### config.mk
export PLATFORM = sky130hd
export DESIGN_NAME = rf_ckpt_ctrl_flat
export DESIGN_NICKNAME = d
export VERILOG_FILES = /design/src/rtl/rf_ckpt_ctrl_pkg.sv /design/src/rtl/rf_ckpt_ctrl_if.sv /design/src/rtl/rf_ckpt_ctrl_store.sv /design/src/rtl/rf_ckpt_ctrl.sv /design/src/flat_wrapper.sv
export SDC_FILE = /design/constraint.sdc
export NUM_CORES = 1
export LEC_CHECK = 0
export CORE_MARGIN = 2
export CORE_UTILIZATION = 50
export DETAILED_ROUTE_END_ITERATION = 8
export GPL_TIMING_DRIVEN = 0
export HOLD_SLACK_MARGIN = 0.02
export PLACE_DENSITY = 0.76
export SLEW_MARGIN = 20
export SYNTH_ARGS = -nofsm -noshare
export SYNTH_HDL_FRONTEND = slang
export SYNTH_SLANG_ARGS = --single-unit
### constraint.sdc
create_clock -name CLK -period 49 [get_ports CLK]
set_clock_uncertainty 0.05 [all_clocks]
set_input_delay 14.7 -clock CLK [delete_from_list [all_inputs] [get_ports CLK]]
set_output_delay 14.7 -clock CLK [all_outputs]
set_load 0.01 [all_outputs]
### src/rtl/rf_ckpt_ctrl_pkg.sv
// Shared defaults and types for the register-file checkpoint manager.
package rf_ckpt_ctrl_pkg;

  localparam int DEF_DW       = 6;
  localparam int DEF_AW       = 5;
  localparam int DEF_NUM_CKPT = 4;
  localparam int DEF_CIW      = 2;

  typedef enum logic {
    ST_IDLE    = 1'b0,
    ST_RESTORE = 1'b1
  } state_t;

endpackage

### src/rtl/rf_ckpt_ctrl_if.sv
// Bundle between the checkpoint manager and its dispatch/commit/flush client and the RF.
interface rf_ckpt_ctrl_if
  import rf_ckpt_ctrl_pkg::*;
#(
  parameter int DW  = DEF_DW,
  parameter int AW  = DEF_AW,
  parameter int CIW = DEF_CIW
);
  localparam int IW = DW * (1 << AW);

  logic [IW-1:0]  i_rf_do;
  logic           i_take;
  logic           o_take_rdy;
  logic [CIW-1:0] o_take_id;
  logic           i_commit;
  logic           i_flush;
  logic [CIW-1:0] i_flush_id;
  logic           o_rep;
  logic [IW-1:0]  o_di;
  logic [CIW:0]   o_count;
  logic           o_flush_err;

  modport master (
    output i_rf_do, i_take, i_commit, i_flush, i_flush_id,
    input  o_take_rdy, o_take_id, o_rep, o_di, o_count, o_flush_err
  );

  modport slave (
    input  i_rf_do, i_take, i_commit, i_flush, i_flush_id,
    output o_take_rdy, o_take_id, o_rep, o_di, o_count, o_flush_err
  );

endinterface

### src/rtl/rf_ckpt_ctrl_store.sv
// Checkpoint image storage: one write port, one asynchronous read port, no reset.
module rf_ckpt_ctrl_store
  import rf_ckpt_ctrl_pkg::*;
#(
  parameter int W   = DEF_DW * (1 << DEF_AW),
  parameter int N   = DEF_NUM_CKPT,
  parameter int CIW = DEF_CIW
) (
  input  logic           CLK,
  input  logic           we,
  input  logic [CIW-1:0] waddr,
  input  logic [W-1:0]   wdata,
  input  logic [CIW-1:0] raddr,
  output logic [W-1:0]   rdata
);

  logic [W-1:0] mem [N];

  always_ff @(posedge CLK) begin
    if (we) begin
      mem[waddr] <= wdata;
    end
  end

  assign rdata = mem[raddr];

endmodule

### src/rtl/rf_ckpt_ctrl.sv
// Checkpoint manager: snapshots the RF image on take, frees in order on commit,
// and replays a saved image through a one-cycle REP pulse on flush.
module rf_ckpt_ctrl
  import rf_ckpt_ctrl_pkg::*;
#(
  parameter int DW       = DEF_DW,
  parameter int AW       = DEF_AW,
  parameter int NUM_CKPT = DEF_NUM_CKPT,
  parameter int CIW      = DEF_CIW
) (
  input  logic         CLK,
  input  logic         RST,
  rf_ckpt_ctrl_if.slave bus
);

  localparam int           IW   = DW * (1 << AW);
  localparam logic [CIW:0] FULL = (CIW+1)'(NUM_CKPT);

  state_t         state_reg, state_next;
  logic [CIW-1:0] head_reg, tail_reg, rid_reg;
  logic [CIW:0]   count_reg;
  logic           rep_reg, err_reg;

  logic           take_rdy, take_acc;
  logic           flush_acc, commit_ok, commit_eff, flush_ok;
  logic [CIW-1:0] head_post, flush_dist;
  logic [CIW:0]   count_post;
  logic [IW-1:0]  store_rdata;

  // A commit racing a flush aimed at the head would free the very target, so it is dropped;
  // validity and the rolled-back count are then measured from the post-commit head.
  assign flush_acc  = bus.i_flush & (state_reg == ST_IDLE);
  assign commit_ok  = bus.i_commit & (count_reg != '0);
  assign commit_eff = commit_ok & ~(flush_acc & (head_reg == bus.i_flush_id));
  assign head_post  = head_reg + CIW'(commit_eff);
  assign count_post = count_reg - (CIW+1)'(commit_eff);
  assign flush_dist = bus.i_flush_id - head_post;
  assign flush_ok   = flush_acc & ({1'b0, flush_dist} < count_post);
  assign take_acc   = bus.i_take & take_rdy;

  always_ff @(posedge CLK or posedge RST) begin
    if (RST) begin
      state_reg <= ST_IDLE;
      rep_reg   <= 1'b0;
    end else begin
      state_reg <= state_next;
      rep_reg   <= (state_next == ST_RESTORE);
    end
  end

  always_comb begin
    state_next = state_reg;
    case (state_reg)
      ST_IDLE:    if (flush_ok) state_next = ST_RESTORE;
      ST_RESTORE: state_next = ST_IDLE;
      default:    state_next = ST_IDLE;
    endcase
  end

  always_comb begin
    take_rdy = (count_reg != FULL) & (state_reg == ST_IDLE) & ~bus.i_flush;
  end

  always_ff @(posedge CLK or posedge RST) begin
    if (RST) begin
      head_reg  <= '0;
      tail_reg  <= '0;
      count_reg <= '0;
      rid_reg   <= '0;
      err_reg   <= 1'b0;
    end else begin
      head_reg <= head_post;
      err_reg  <= flush_acc & ~flush_ok;
      if (flush_ok) begin
        tail_reg  <= bus.i_flush_id;
        count_reg <= {1'b0, flush_dist};
        rid_reg   <= bus.i_flush_id;
      end else begin
        tail_reg  <= tail_reg + CIW'(take_acc);
        count_reg <= count_post + (CIW+1)'(take_acc);
      end
    end
  end

  rf_ckpt_ctrl_store #(
    .W   (IW),
    .N   (NUM_CKPT),
    .CIW (CIW)
  ) u_store (
    .CLK   (CLK),
    .we    (take_acc),
    .waddr (tail_reg),
    .wdata (bus.i_rf_do),
    .raddr (rid_reg),
    .rdata (store_rdata)
  );

  assign bus.o_take_rdy  = take_rdy;
  assign bus.o_take_id   = tail_reg;
  assign bus.o_count     = count_reg;
  assign bus.o_rep       = rep_reg;
  assign bus.o_di        = store_rdata;
  assign bus.o_flush_err = err_reg;

endmodule
### src/flat_wrapper.sv
// flat-port wrapper written by rule: the top's interface ports become plain ports
module rf_ckpt_ctrl_flat import rf_ckpt_ctrl_pkg::*;
#(
  parameter int DW       = DEF_DW,
  parameter int AW       = DEF_AW,
  parameter int NUM_CKPT = DEF_NUM_CKPT,
  parameter int CIW      = DEF_CIW
)
  (CLK, RST, bus_i_rf_do, bus_i_take, bus_i_commit, bus_i_flush, bus_i_flush_id, bus_o_take_rdy, bus_o_take_id, bus_o_rep, bus_o_di, bus_o_count, bus_o_flush_err);
  rf_ckpt_ctrl_if #(.DW(DW), .AW(AW), .CIW(CIW)) bus_i ();
  input  logic CLK;
  input  logic RST;
  input wire logic [$bits(bus_i.i_rf_do)-1:0] bus_i_rf_do;
  input wire logic [$bits(bus_i.i_take)-1:0] bus_i_take;
  input wire logic [$bits(bus_i.i_commit)-1:0] bus_i_commit;
  input wire logic [$bits(bus_i.i_flush)-1:0] bus_i_flush;
  input wire logic [$bits(bus_i.i_flush_id)-1:0] bus_i_flush_id;
  output wire logic [$bits(bus_i.o_take_rdy)-1:0] bus_o_take_rdy;
  output wire logic [$bits(bus_i.o_take_id)-1:0] bus_o_take_id;
  output wire logic [$bits(bus_i.o_rep)-1:0] bus_o_rep;
  output wire logic [$bits(bus_i.o_di)-1:0] bus_o_di;
  output wire logic [$bits(bus_i.o_count)-1:0] bus_o_count;
  output wire logic [$bits(bus_i.o_flush_err)-1:0] bus_o_flush_err;
  assign bus_i.i_rf_do = bus_i_rf_do;
  assign bus_i.i_take = bus_i_take;
  assign bus_i.i_commit = bus_i_commit;
  assign bus_i.i_flush = bus_i_flush;
  assign bus_i.i_flush_id = bus_i_flush_id;
  assign bus_o_take_rdy = bus_i.o_take_rdy;
  assign bus_o_take_id = bus_i.o_take_id;
  assign bus_o_rep = bus_i.o_rep;
  assign bus_o_di = bus_i.o_di;
  assign bus_o_count = bus_i.o_count;
  assign bus_o_flush_err = bus_i.o_flush_err;
  rf_ckpt_ctrl #(.DW(DW), .AW(AW), .NUM_CKPT(NUM_CKPT), .CIW(CIW)) u_core (.CLK(CLK), .RST(RST), .bus(bus_i));
endmodule
# Yosys cells after proc, flatten, opt, wreduce, memory -nomap -nowiden
# Memories as Yosys holds them, arrays and structs flattened.
# Cells that the tools add are included.
# W data, S select, Z words.
[totals]
register_bits = 11
latch_bits = 0
ramBits = 768
rom_bits = 0
inputBits = 199
output_inout_bits = 200
word_cells = 35
n_memories = 1
[op_classes]
n_addsub = 5
multipliers = 0
div = 0
n_lt_le_gt_ge = 1
n_eq_ne = 2
n_shift = 0
mux = 6
n_bitwise = 13
reduce_logical = 1
[memory_table]
columns = ["name", "words", "word_bits", "read_ports", "rd_ports_with_merged_regs", "wr", "line_no", "source"]
rows = [
  ["u_core.u_store.mem", 4, 192, 1, 0, 1, "rf_ckpt_ctrl_store.sv:17", "logic [W-1:0] mem [N];"],
]
[op_table]
columns = ["cell", "count"]
rows = [
  ["$and A1 B1 Y1", 9],
  ["$add A2 B1 Y2", 2],
  ["$not A1 Y1", 4],
  ["$add A3 B1 Y3", 1],
  ["$lt A2 B3 Y1", 1],
  ["$mux W1", 3],
  ["$mux W3", 1],
  ["$ne A3 B3 Y1 const B", 1],
  ["$reduce_bool A3 Y1", 1],
  ["$sub A3 B1 Y3", 1],
  ["$eq A2 B2 Y1", 1],
  ["$mux W2", 1],
  ["$pmux W1 S2", 1],
  ["$sub A2 B2 Y2", 1],
]

# Depth between registers and ports, before layout
[logic_depth]
word_depth = 11
ltp_mapped = 10
mapped_depth_nobuf = 10

# By module
# Synthesis repeated with hierarchy kept, for this count alone.
[hier_totals]
hier_cells = 1058
area_unflattened_um2 = 28577.4
[by_module_without_submodules]
columns = ["module", "instances", "cells_each", "area_each_um2", "seq_area_each_um2"]
rows = [
  ["rf_ckpt_ctrl_store", 1, 1007, 27938.0, 23062.1],
  ["rf_ckpt_ctrl", 1, 51, 639.4, 275.3],
]

# Worst setup path before layout
# No wires, ideal clock.
[synth_timing]
path_type = "input to register"
startpoint = "input port bus_i_flush"
endpoint = "memory u_core.u_store.mem[1][0] (netlist bit) (enable)"
setup_time_ns = 1.019
arrival_ns = 29.293
required_ns = 47.931
path_slack_ns = 18.638
cell_stages = 3
n_path_buf = 0
path_cell_list = "a311oi_1 > nand2_1 > nor3b_1"
[synth_between]
elab_chain_len = 5
[synth_lines]
columns = ["item", "line_no", "source"]
rows = [
  ["start: declaration", "flat_wrapper.sv:16", "input wire logic [$bits(bus_i.i_flush)-1:0] bus_i_flush;"],
  ["$not A1 Y1", "rf_ckpt_ctrl.sv:61", "take_rdy = (count_reg != FULL) & (state_reg == ST_IDLE) & ~bus.i_flush;"],
  ["$and A1 B1 Y1", "rf_ckpt_ctrl.sv:61", ""],
  ["$and A1 B1 Y1", "rf_ckpt_ctrl.sv:39", "assign take_acc = bus.i_take & take_rdy;"],
  ["$mux W1", "rf_ckpt_ctrl_store.sv:20", "if (we) begin"],
  ["$mux W1 (not written as such)", "rf_ckpt_ctrl_store.sv:21", "mem[waddr] <= wdata;"],
  ["end: declaration", "rf_ckpt_ctrl_store.sv:17", ""],
]
# No other way between the ends.

# Final worst setup path
[layout_timing]
startpoint = "input port bus_i_flush"
endpoint = "output port bus_o_take_rdy"
[layout_between]
elab_chain_len = 2
[layout_lines]
columns = ["item", "line_no", "source"]
rows = [
  ["$not A1 Y1", "rf_ckpt_ctrl.sv:61", ""],
  ["$and A1 B1 Y1", "rf_ckpt_ctrl.sv:61", ""],
  ["end: declaration", "flat_wrapper.sv:18", "output wire logic [$bits(bus_i.o_take_rdy)-1:0] bus_o_take_rdy;"],
]
# No other way between the ends.

==> results by group <==
Run status
  • Status: complete, no violations

Worst hold path
  • Endpoint, Worst Hold: u_core.head_reg[1]$_DFF_PP0_
  • Hold path startpoint: u_core.head_reg[1]$_DFF_PP0_
  • Hold depth: 1
  • Hold WC Path Type: register to register

Logic synthesis
  • Post-synth EDFFs: between 700 and 800
  • Mean area per synthesized cell: around 27 sq um
  • Post-synth ARST share: 0.0141
  • Top cells by instance count after synthesis: edfxtp_1 (768), mux4_2 (192), buf_2 (17)
  • Gate Count Post-Synth: ~1100
  • Seq/Total Area, Yosys: 0.820
  • Unique masters post-synth: 27
  • Dominant synthesized flop cell: edfxtp_1
  • #FFs+latches synth: a little under 800
  • Synth warn: 0
  • Synth area leaders: edfxtp_1 (81%), mux4_2 (15%), dfrtp_1 (0.97%)
  • Synth area leader: edfxtp_1
  • Syn_nets: around 1300
  • Most common cell in the synthesized netlist: edfxtp_1
  • Synthesized cell area: between 0.02 and 0.03 sq mm
  • Post-synth top area share: 0.810

Worst setup path
  • Reg2reg start: u_core.bus.o_count[0]$_DFF_PP0_
  • Crit-path max cell delay: 0.63 ns
  • Kind of start point of the critical path: primary input
  • Setup slack, reg-to-reg: about 46 ns
  • Critical Path End Type: output port
  • Slowest CP cell: clkdlybuf4s50_1
  • R2r endpoint: u_core.u_store.mem[2][73]$_DFFE_PP_
  • R2R depth: 10
  • Highest fanout seen on the critical path: 2
  • CP Launch Point: bus_i_flush
  • Critical path, cell by cell: clkdlybuf4s50_1 > a311oi_1 > clkdlybuf4s50_1
  • Worst EP required: 34.25 ns
  • Critical path class: primary input to output port
  • CP most frequent cell: clkdlybuf4s50_1
  • Critical Path AT: between 15 and 20 ns

STA
  • Final Hold Viols: 0
  • Max Freq: around 32 MHz
  • Post-route setup slack: ~18 ns
  • RSZ-0062 raised after global routing: no
  • Max-slew headroom: 0.482
  • Final setup vio count: 0
  • Slew Viols, Final: 0
  • Min cycle time layout: 30.87 ns
  • Slew @ Worst Pin: 0.777 ns
  • Setup TNS: 0 ns
  • Hold_ws: a little over 0.5 ns
  • Period utilization: 0.630

Pwr
  • Int Power: around 1.5 mW
  • Sw Ratio: 0.273
  • Sequential share of power: 0.397
  • Leakage: between 10 and 15 nW
  • Max IR drop VDD: around 0.047 mV
  • Pwr Density: about 56 mW/mm^2
  • Combinational Power Share: 0.329
  • Sw power: 0.564 mW
  • Clk pwr share: 0.274

Detailed routing
  • Total wire length: 59000 um
  • Routed WL per cell: 24.2 um
  • Drt first pass iters: 4
  • Routed vias: 13200
  • Antenna Nets Post-Route: 0
  • Vias per inst: 5.39
  • # DRC: 0
  • Number of DRC markers in iteration 0: between 900 and 1000

Final layout
  • Final instance area: 0.0367 sq mm
  • Multi-input gate area: 0.00467 sq mm
  • # fillers: ~3600
  • Final #Nets: between 1500 and 2000
  • Finished Layout Cells: 2441
  • Area grow syn2layout: 28.9%
  • Register area: between 0.02 and 0.025 sq mm
  • Number of flip-flops in the largest register: approximately 770
  • Layout cells sized above 1: 0.258
  • Largest Register: u_core.u_store.mem

Placed design
  • Cell Area, Placed: 0.0342 sq mm
  • Hpwl dp: about 41000 um
  • Placed insts: between 2000 and 2500
  • GPL Wtd Cong: 0.798
  • Port bufs: 398
  • Place WS: about 18 ns

Floorplan
  • CORE AREA: 0.0564 sq mm
  • DIE HEIGHT: between 200 and 250 um
  • # rows: 87
  • Die W: between 200 and 250 um
  • Initial Util: 0.505
  • Ports: around 400
  • Die area: just under 0.06 sq mm

GRT
  • Largest net degree at the start of global routing: 46
  • Grt ovf: 0
  • Vias in the first global route: around 15000
  • First-pass GRT wire length: ~89000 um
  • GRT Util Overall: 0.205
  • Initial antenna violation count: 11

Clock tree
  • Setup bufs post-CTS: 0
  • CTS Buf Count: just under 80
  • Sink Count: a little under 800
  • H-tree levels: 3
  • Worst-path clk slew: approximately 0.060 ns
  • Clk_lat worst skew: roughly 0.6 ns
  • CTS tree: done
  • CTS max path bufs: 3
  • Clock Tree Root: clkbuf_16
  • Post-CTS sizing: 0
  • Hold-fix buffers at CTS: 0

Flow run
  • Maxcap violations: 0
## final cells by class
type                            instances  share of cell area
Sequential cell                       779               0.636
Buffer                                 43              0.0119
Inverter                                9            0.000921
Clock buffer                           94              0.0551
Clock inverter                         46              0.0116
Antenna cell                            2            0.000136
Timing Repair Buffer                  484               0.131
Tap cell                              756              0.0258
Multi-Input combinational cell        228               0.127
## layout by cell type (no fill, tap or decap), types with 14 or more instances in the layout
master / netlist / layout
clkdlybuf4s50_1: 0 / 398
buf_12: 11 / 14
buf_2: 17 / 17
buf_4: 2 / 57
clkbuf_16: 0 / 78
mux4_2: 192 / 192
clkbuf_1: 2 / 17
buf_6: 9 / 35
edfxtp_1: 768 / 768
clkinv_1: 0 / 17
## per-layer routing
metal / share of wire / global-route usage / up-vias
li1: - / - / 5755
met1: 0.38 / 0.253 / 6851
met2: 0.51 / 0.344 / 443
met3: 0.088 / 0.0694 / 98
met4: 0.023 / 0.0624 / 16
met5: 0.0018 / 0 / -
## cells by family (layout without fill, tap and decap cells)
family / count (synthesis) / count (layout) / synth area share
flops: 779 / 779 / 0.820
mux: 198 / 198 / 0.154
buf+inv: 52 / 676 / 0.0165
simple gates: 9 / 9 / 0.00198
fa+ha+maj: 8 / 8 / 0.00352
xor+xnor: 8 / 8 / 0.00246
compound gates: 5 / 5 / 0.00128
other cells: 0 / 2 / 0
## worst max-delay path by stage
stage,to,cells after the start,slack (ns)
after floorplan,u_core.u_store.mem[1][0]$_DFFE_PP_,3,18.64
after global placement,u_core.u_store.mem[2][117]$_DFFE_PP_,4,6.59
after detailed placement,bus_o_take_rdy,3,18.10
after CTS,bus_o_take_rdy,3,18.11
after global routing,bus_o_take_rdy,3,18.06
final,bus_o_take_rdy,3,18.13
## stage by stage
stage / total power [mW] / util
6_report: 2.07 / 0.651
5_1_grt: 2.15 / 0.651
4_1_cts: 2.09 / 0.651
3_5_place_dp: 1.52 / 0.607
3_3_place_gp: 1.55 / 0.592
2_1_floorplan: 1.22 / -
## power groups by stage
stage,Sequential [mW],Combinational (mW),Clock [mW]
finish,0.820,0.680,0.565
global placement,0.882,0.665,0
detailed placement,0.833,0.689,0
floorplan,0.857,0.362,0
global route,0.824,0.723,0.604
CTS,0.820,0.696,0.578
## critical path, delay by kind of cell
family	cells	cell delay, ns
compound gates	1	0.39
buf+inv	2	1.04
Note: power is estimated with default switching activity, not from simulation.
